## src/rtl/bcd_page_scheduler.sv

```systemverilog
// bcd_page_scheduler: requests a BCD conversion, snapshots the nine-digit result
// and pages it onto three seven-segment digits as blank/high/mid/low frames.
module bcd_page_scheduler #(
    parameter int unsigned DWELL_TICKS = 1,
    parameter int unsigned TIMEOUT     = 64,
    parameter logic [3:0]  BLANK_CODE  = 4'hF
) (
    input  logic        Clk,
    input  logic        rst,
    input  logic        run,
    input  logic        tick,
    output logic        conv_start,
    input  logic        conv_done,
    input  logic [35:0] bcd_in,
    output logic [11:0] seg_digits,
    output logic [1:0]  page,
    output logic        busy,
    output logic        err
);

    localparam logic [2:0] S_IDLE    = 3'd0;
    localparam logic [2:0] S_CONVERT = 3'd1;
    localparam logic [2:0] S_BLANK   = 3'd2;
    localparam logic [2:0] S_HI      = 3'd3;
    localparam logic [2:0] S_MID     = 3'd4;
    localparam logic [2:0] S_LO      = 3'd5;

    localparam logic [7:0] DWELL_LAST = 8'(DWELL_TICKS - 1);
    localparam logic [9:0] WAIT_LAST  = 10'(TIMEOUT - 1);

    logic [2:0]  state;
    logic [7:0]  dwell_cnt;
    logic [9:0]  wait_cnt;
    logic [35:0] snapshot;
    logic        dwell_done;

    // A tick on the last dwell count is the one that moves to the next frame.
    assign dwell_done = tick && (dwell_cnt == DWELL_LAST);

    always_ff @(posedge Clk or posedge rst) begin
        if (rst) begin
            state      <= S_IDLE;
            seg_digits <= 12'hFFF;
            page       <= 2'd0;
            conv_start <= 1'b0;
            busy       <= 1'b0;
            err        <= 1'b0;
            snapshot   <= 36'd0;
            dwell_cnt  <= 8'd0;
            wait_cnt   <= 10'd0;
        end else begin
            conv_start <= 1'b0;
            case (state)
                S_IDLE: begin
                    if (run) begin
                        state      <= S_CONVERT;
                        conv_start <= 1'b1;
                        wait_cnt   <= 10'd0;
                        busy       <= 1'b1;
                    end
                end
                S_CONVERT: begin
                    // A done on the expiring cycle wins over the timeout.
                    if (conv_done || (wait_cnt == WAIT_LAST)) begin
                        if (conv_done) begin
                            snapshot <= bcd_in;
                        end else begin
                            err <= 1'b1;
                        end
                        state      <= S_BLANK;
                        seg_digits <= {3{BLANK_CODE}};
                        page       <= 2'd0;
                        dwell_cnt  <= 8'd0;
                    end else begin
                        wait_cnt <= wait_cnt + 10'd1;
                    end
                end
                S_BLANK: begin
                    if (dwell_done) begin
                        state      <= S_HI;
                        seg_digits <= snapshot[35:24];
                        page       <= 2'd1;
                        dwell_cnt  <= 8'd0;
                    end else if (tick) begin
                        dwell_cnt <= dwell_cnt + 8'd1;
                    end
                end
                S_HI: begin
                    if (dwell_done) begin
                        state      <= S_MID;
                        seg_digits <= snapshot[23:12];
                        page       <= 2'd2;
                        dwell_cnt  <= 8'd0;
                    end else if (tick) begin
                        dwell_cnt <= dwell_cnt + 8'd1;
                    end
                end
                S_MID: begin
                    if (dwell_done) begin
                        state      <= S_LO;
                        seg_digits <= snapshot[11:0];
                        page       <= 2'd3;
                        dwell_cnt  <= 8'd0;
                    end else if (tick) begin
                        dwell_cnt <= dwell_cnt + 8'd1;
                    end
                end
                S_LO: begin
                    // run is only consulted here, so a started sequence always completes.
                    if (dwell_done) begin
                        dwell_cnt <= 8'd0;
                        if (run) begin
                            state      <= S_CONVERT;
                            conv_start <= 1'b1;
                            wait_cnt   <= 10'd0;
                        end else begin
                            state <= S_IDLE;
                            busy  <= 1'b0;
                        end
                    end else if (tick) begin
                        dwell_cnt <= dwell_cnt + 8'd1;
                    end
                end
                default: begin
                    state <= S_IDLE;
                    busy  <= 1'b0;
                end
            endcase
        end
    end

endmodule
```

## config.mk

```make
export PLATFORM = sky130hd
export DESIGN_NAME = bcd_page_scheduler
export DESIGN_NICKNAME = d
export VERILOG_FILES = /design/src/rtl/bcd_page_scheduler.sv
export SDC_FILE = /design/constraint.sdc
export NUM_CORES = 1
export LEC_CHECK = 0
export CAP_MARGIN = 20
export CORE_UTILIZATION = 32
export DETAILED_ROUTE_END_ITERATION = 10
export GPL_TIMING_DRIVEN = 0
export PLACE_DENSITY = 0.58
export SLEW_MARGIN = 20
export SYNTH_ARGS = -nofsm -noshare
export SYNTH_HDL_FRONTEND = slang
export SYNTH_SLANG_ARGS = --single-unit
export TNS_END_PERCENT = 10
```

## constraint.sdc

```tcl
create_clock -name Clk -period 2.8 [get_ports Clk]
set_input_delay 0.56 -clock Clk [delete_from_list [all_inputs] [get_ports Clk]]
set_output_delay 0.56 -clock Clk [all_outputs]
set_load 0.02 [all_outputs]
```

* Word-level counts from Yosys, hierarchy flattened *
Index checks and enable logic that the tools add are counted.

word-level totals
  register bits after elaboration = 74
  bits of input ports = 41
  output and inout bits = 17
  logic and storage cells = 77

cells by class
  add/subtract/negate cells = 2
  equal/unequal tests = 15
  mux-type cells = 33
  bitwise gates (word level) = 2
  reduce and logical (&&, ||, !) cells = 16

operator list
  cell                                                               count
  12-bit two-way mux                                                 4
  12-bit one-hot mux with 4 select lines                             1
  10-bit two-way mux                                                 3
  10-bit one-hot mux with 3 select lines                             1
  8-bit two-way mux                                                  3
  3-bit two-way mux                                                  6
  3-bit one-hot mux with 6 select lines                              1
  2-bit != test (second input constant)                              8
  8-bit one-hot mux with 2 select lines                              1
  3-bit AND reduction                                                4
  10-bit by 1-bit adder with 10-bit output (second input constant)   1
  10-bit by 6-bit == test with 1-bit output (second input constant)  1
  8-bit by 1-bit adder with 8-bit output (second input constant)     1
  8-bit zero test                                                    1
  2-bit two-way mux                                                  4
  2-bit one-hot mux with 4 select lines                              1
  4-bit OR reduction                                                 2
  3-bit by 2-bit == test with 1-bit output (second input constant)   2
  3-bit == test (second input constant)                              2
  1-bit two-way mux                                                  6
  6-bit AND reduction                                                1
  5-bit AND reduction                                                1
  4-bit AND reduction                                                1
  4-bit nonzero test                                                 1
  other kinds (10)                                                   11

* Depth between registers and ports, before layout *
  depth after elaboration = 4
  gate-level depth with buffers = 8
  depth with buffers taken out = 7

* Worst setup path after synthesis *
No wires, ideal clock.

  path type = register to register
  start point = register dwell_cnt[4]
  end point = register wait_cnt[3]
  setup time = 0.126 ns
  arrival = 1.831 ns
  data required time = 2.674 ns
  slack = 0.843 ns
  stages on the path, launching flop included = 7
  path buffers = 1
  period minus slack after synthesis = 1.957 ns
  path through = dfrtp_1 buf_6 or4_4 nor2_8 a41oi_4 a21o_1 a221o_1

on the way
  cells in the longest elaborated chain, start to end = 4

RTL lines
  element                               line  RTL
  start, declared                       32    logic [7:0] dwell_cnt;
  start signal, assigned                85    dwell_cnt <= dwell_cnt + 8'd1;
  start signal, assigned                95    dwell_cnt <= dwell_cnt + 8'd1;
  start signal, assigned                105   dwell_cnt <= dwell_cnt + 8'd1;
  8-bit zero test                       38    assign dwell_done = tick && (dwell_cnt == DWELL_LAST);
  1-bit logical AND                     38
  2-bit != test (no source line)        n/a
  3-bit AND reduction (no source line)  n/a
  end signal, assigned                  75    wait_cnt <= wait_cnt + 10'd1;
  end, declared                         33    logic [9:0] wait_cnt;

Every way passes these cells.
A chain may end at the register's enable or synchronous reset.

* Worst setup path in the final report *
  start point = input port run
  end point = register wait_cnt[3]

on the way
  cells in the longest elaborated chain, start to end = 3

RTL lines
  element                                     line  RTL
  start, declared                             10    input logic run,
  10-bit two-way mux (*)                      n/a
  10-bit two-way mux                          n/a
  10-bit one-hot mux with 3 select lines (*)  n/a

Mark *: on every way between the ends. The rest lies on a longest branch, timed or not. The select of a mux whose other input is x is not followed.

==> impl_metrics.csv <==
group,metric,value,unit
status,status,"complete, no violations",
layout,nFillCells,1067,
timing,fin_crit,2.34,ns
synth,synthesis.area,0.00359,mm²
routing,via_count,2704,
floorplan,initial_core_util,33.0,%
power,p_sw,1.72,mW
timing,slew_headroom,53.3,%
layout,drive_gt1_share,21.5,%
layout,nets,435,
timing,setup_viol,0,
timing,fin_setup_tns,0,ns
power,power.share.clock,17.8,%
synth,synth_flop_cell,"dfrtp_1",
floorplan,num_rows,38,
layout,n_antenna_cell,0,
timing,max_freq,428,MHz
setup_path,slowest_stage,"clkdlybuf4s50_1",
clocking,clock_path_buffers,2,
clocking,hold_buffers,0,
power,p_seq_share,39.4,%
clocking,ctsResizeCount,0,
setup_path,critPathCaptureType,"flop",
placed_design,routabilityCongestion,0.750,
global_routing,grt_pass1_wl,13800,µm
timing,holdWs,0.456,ns
synth,syn_inst,322,
synth,ys_warn_count,0,
clocking,cts_made_buffers,9,
floorplan,die_width,108,µm
synth,seq_area_frac_synth,52.0,%
timing,hold_violations,0,
global_routing,grt_pass1_vias,2708,
layout,area_growth,27.1,%
placed_design,io_buffers,57,
placed_design,hpwl,6140,µm
synth,ys_ff_latch,74,
synth,synth_largest_area_cell,"dfrtp_1",
timing,tightest_slew,0.696,ns
routing,drt_first_pass_iters,6,
synth,synth_cell_types,52,
synth,synth_fp_nets,366,
global_routing,antenna_found_initial,0,
synth,synthTopCellsByArea,"dfrtp_1 (43%), mux2_2 (11%), dfstp_2 (8.8%)",
global_routing,grt_max_degree,56,
setup_path,critPathKind,"in -> reg",
timing,grt_setup_unrepaired,"false",
floorplan,dieArea,0.0116,mm²
power,leakagePower,1.87,nW
setup_path,cp_cell_sequence,"clkdlybuf4s50_1, nor2_1, a2111oi_1, a41oi_4, a21o_1, a221o_1",
routing,drc,0,
clocking,cts_root_buf,"clkbuf_8",
clocking,cts_tree,"built",
synth,synth_top_area_share,43.2,%
timing,skew,0.00653,ns
floorplan,core_area,0.0109,mm²
timing,min_period_over_period,83.4,%
clocking,clkTransAtPathRegs,0.07,ns
setup_path,path_max_fanout,6,
power,p_sw_share,37.0,%
job,maxCapViolCount,0,
floorplan,die-height,108,µm
routing,drt_iter0_drc,127,
layout,regArea,0.00187,mm²
power,p_int,2.93,mW
power,irDropWorstVdd,415,µV
setup_path,startpoint_type,"input pin",
layout,fin_util,41.9,%
clocking,htree_levels,3,
clocking,cts.sinks,74,
setup_path,worst_ep_required_time,3.03,ns
floorplan,num_io_pins,58,
hold_path,hold_class,"reg -> reg",
clocking,clk_latency,0.35,ns
synth,synth-edff-count,0,
setup_path,cp_data_arrival_time,2.57,ns
global_routing,grtUsageTotal,15.6,%
clocking,cts_setup_buffers,0,
routing,antenna_left,0,
routing,wire_per_inst,15.8,µm
setup_path,cpPeakStageDelay,0.65,ns
layout,multiInputGateArea,0.00159,mm²
power,power,4.65,mW
power,power_frac_comb,42.8,%
synth,syn-mean-instance-area,11.1,µm²
power,powerDensity,1020,mW/mm²
global_routing,overflow,0,
synth,async_flop_share,100,%
routing,drt-total-wl,8450,µm
routing,routed_via_density,5.04,
timing,slew_violations,0,
==> state kept, by name, summed over array words and instances (netlist names) <==
| register | cells |
|---|---|
| busy | 1 |
| conv_start | 1 |
| dwell_cnt | 8 |
| err | 1 |
| page | 2 |
| seg_digits | 12 |
| snapshot | 36 |
| state | 3 |
| wait_cnt | 10 |
==> worst max-delay path: cells and delay by family <==
kind / cells / cell delay (ns)
compound gates: 4 / 1.28
buf+inv: 1 / 0.65
simple gates: 1 / 0.07
==> power groups by stage <==
| stage | clock, mW | combinational, mW | sequential (mW) |
|---|---|---|---|
| after floorplan | 0 | 1.30 | 1.90 |
| after global placement | 0 | 1.96 | 1.84 |
| after detailed placement | 0 | 2.00 | 1.85 |
| after CTS | 0.852 | 2.01 | 1.84 |
| after global routing | 0.899 | 2.19 | 1.90 |
| final | 0.828 | 1.99 | 1.83 |
==> layout make-up <==
cell class	instances	area share [%]
plain buffers	16	2.19
clock buffers	12	3.18
clock inverters	4	1.12
inverters	8	0.713
multi-input cells	224	34.9
flip-flops and latches	74	40.9
well taps	140	3.84
repair buffers	58	13.1
==> routing by layer <==
layer | vias to the layer above | wire length, µm | share of wire, % | track usage, %
li1 | 1312 | - | - | -
met3 | 6 | 320 | 3.8 | 2.12
met4 | 0 | 63 | 0.75 | 6.95
met2 | 64 | 3980 | 47 | 24.5
met5 | - | 0 | 0 | 0
met1 | 1322 | 4090 | 48 | 21.5
==> placed cells by master (no fill, tap or decap), types with 5 or more instances in the layout <==
cell | synthesis | routed
nor2_1 | 19 | 19
mux2i_1 | 5 | 5
nand3_1 | 8 | 8
dfrtp_1 | 62 | 62
dfstp_2 | 12 | 12
nand2_1 | 31 | 31
o22a_1 | 8 | 8
a21oi_1 | 12 | 12
inv_1 | 8 | 7
clkbuf_8 | 2 | 12
clkbuf_1 | 7 | 9
o21ai_0 | 26 | 26
mux2_2 | 36 | 36
clkdlybuf4s50_1 | 0 | 57
o22ai_1 | 9 | 9
==> path summary, 6_finish.rpt <==
check	endpoint	cells past startpoint	from	slack, ns
worst min register to register	err	1	err	0.46
worst min-delay path	err	1	err	0.46
worst max-delay path	wait_cnt[3]	6	run	0.46
worst max register to register	dwell_cnt[7]	5	state[2]	0.54
max in group asynchronous	seg_digits[8]	3	rst	1.71
min in group asynchronous	wait_cnt[3]	2	rst	0.52
==> logic make-up after synthesis <==
| logic type | after synthesis | share of synthesized area [%] |
|---|---|---|
| xor gates and xnor gates | 2 | 0.488 |
| AOI/OAI and AO/OA | 90 | 17.2 |
| buffers and inverters | 24 | 3.63 |
| DFF | 74 | 52.0 |
| adders and majority gates | 3 | 1.05 |
| and+or+nand+nor | 88 | 12.9 |
| muxes | 41 | 12.7 |
==> synth_stat cells, types with 4 or more instances <==
library cell,number
a22o_1,4
a21oi_1,12
nand2b_1,4
a31oi_1,4
inv_1,8
mux2i_1,5
o21ai_0,26
nand4_1,4
buf_2,4
a22oi_1,4
a211oi_1,4
nand3_1,8
clkbuf_1,7
dfstp_2,12
nand2_1,31
o22ai_1,9
nor2_1,19
mux2_2,36
dfrtp_1,62
o22a_1,8
==> metrics by stage <==
step	setup WS, ns	cell area (µm²)	instances
floorplan	0.378	3590	322
global placement	-0.939	4330	519
detailed placement	0.102	4360	520
CTS	0.478	4560	536
global route	0.331	4560	536
finish	0.463	4560	536
No activity file was read; power rests on OpenSTA's default activity.
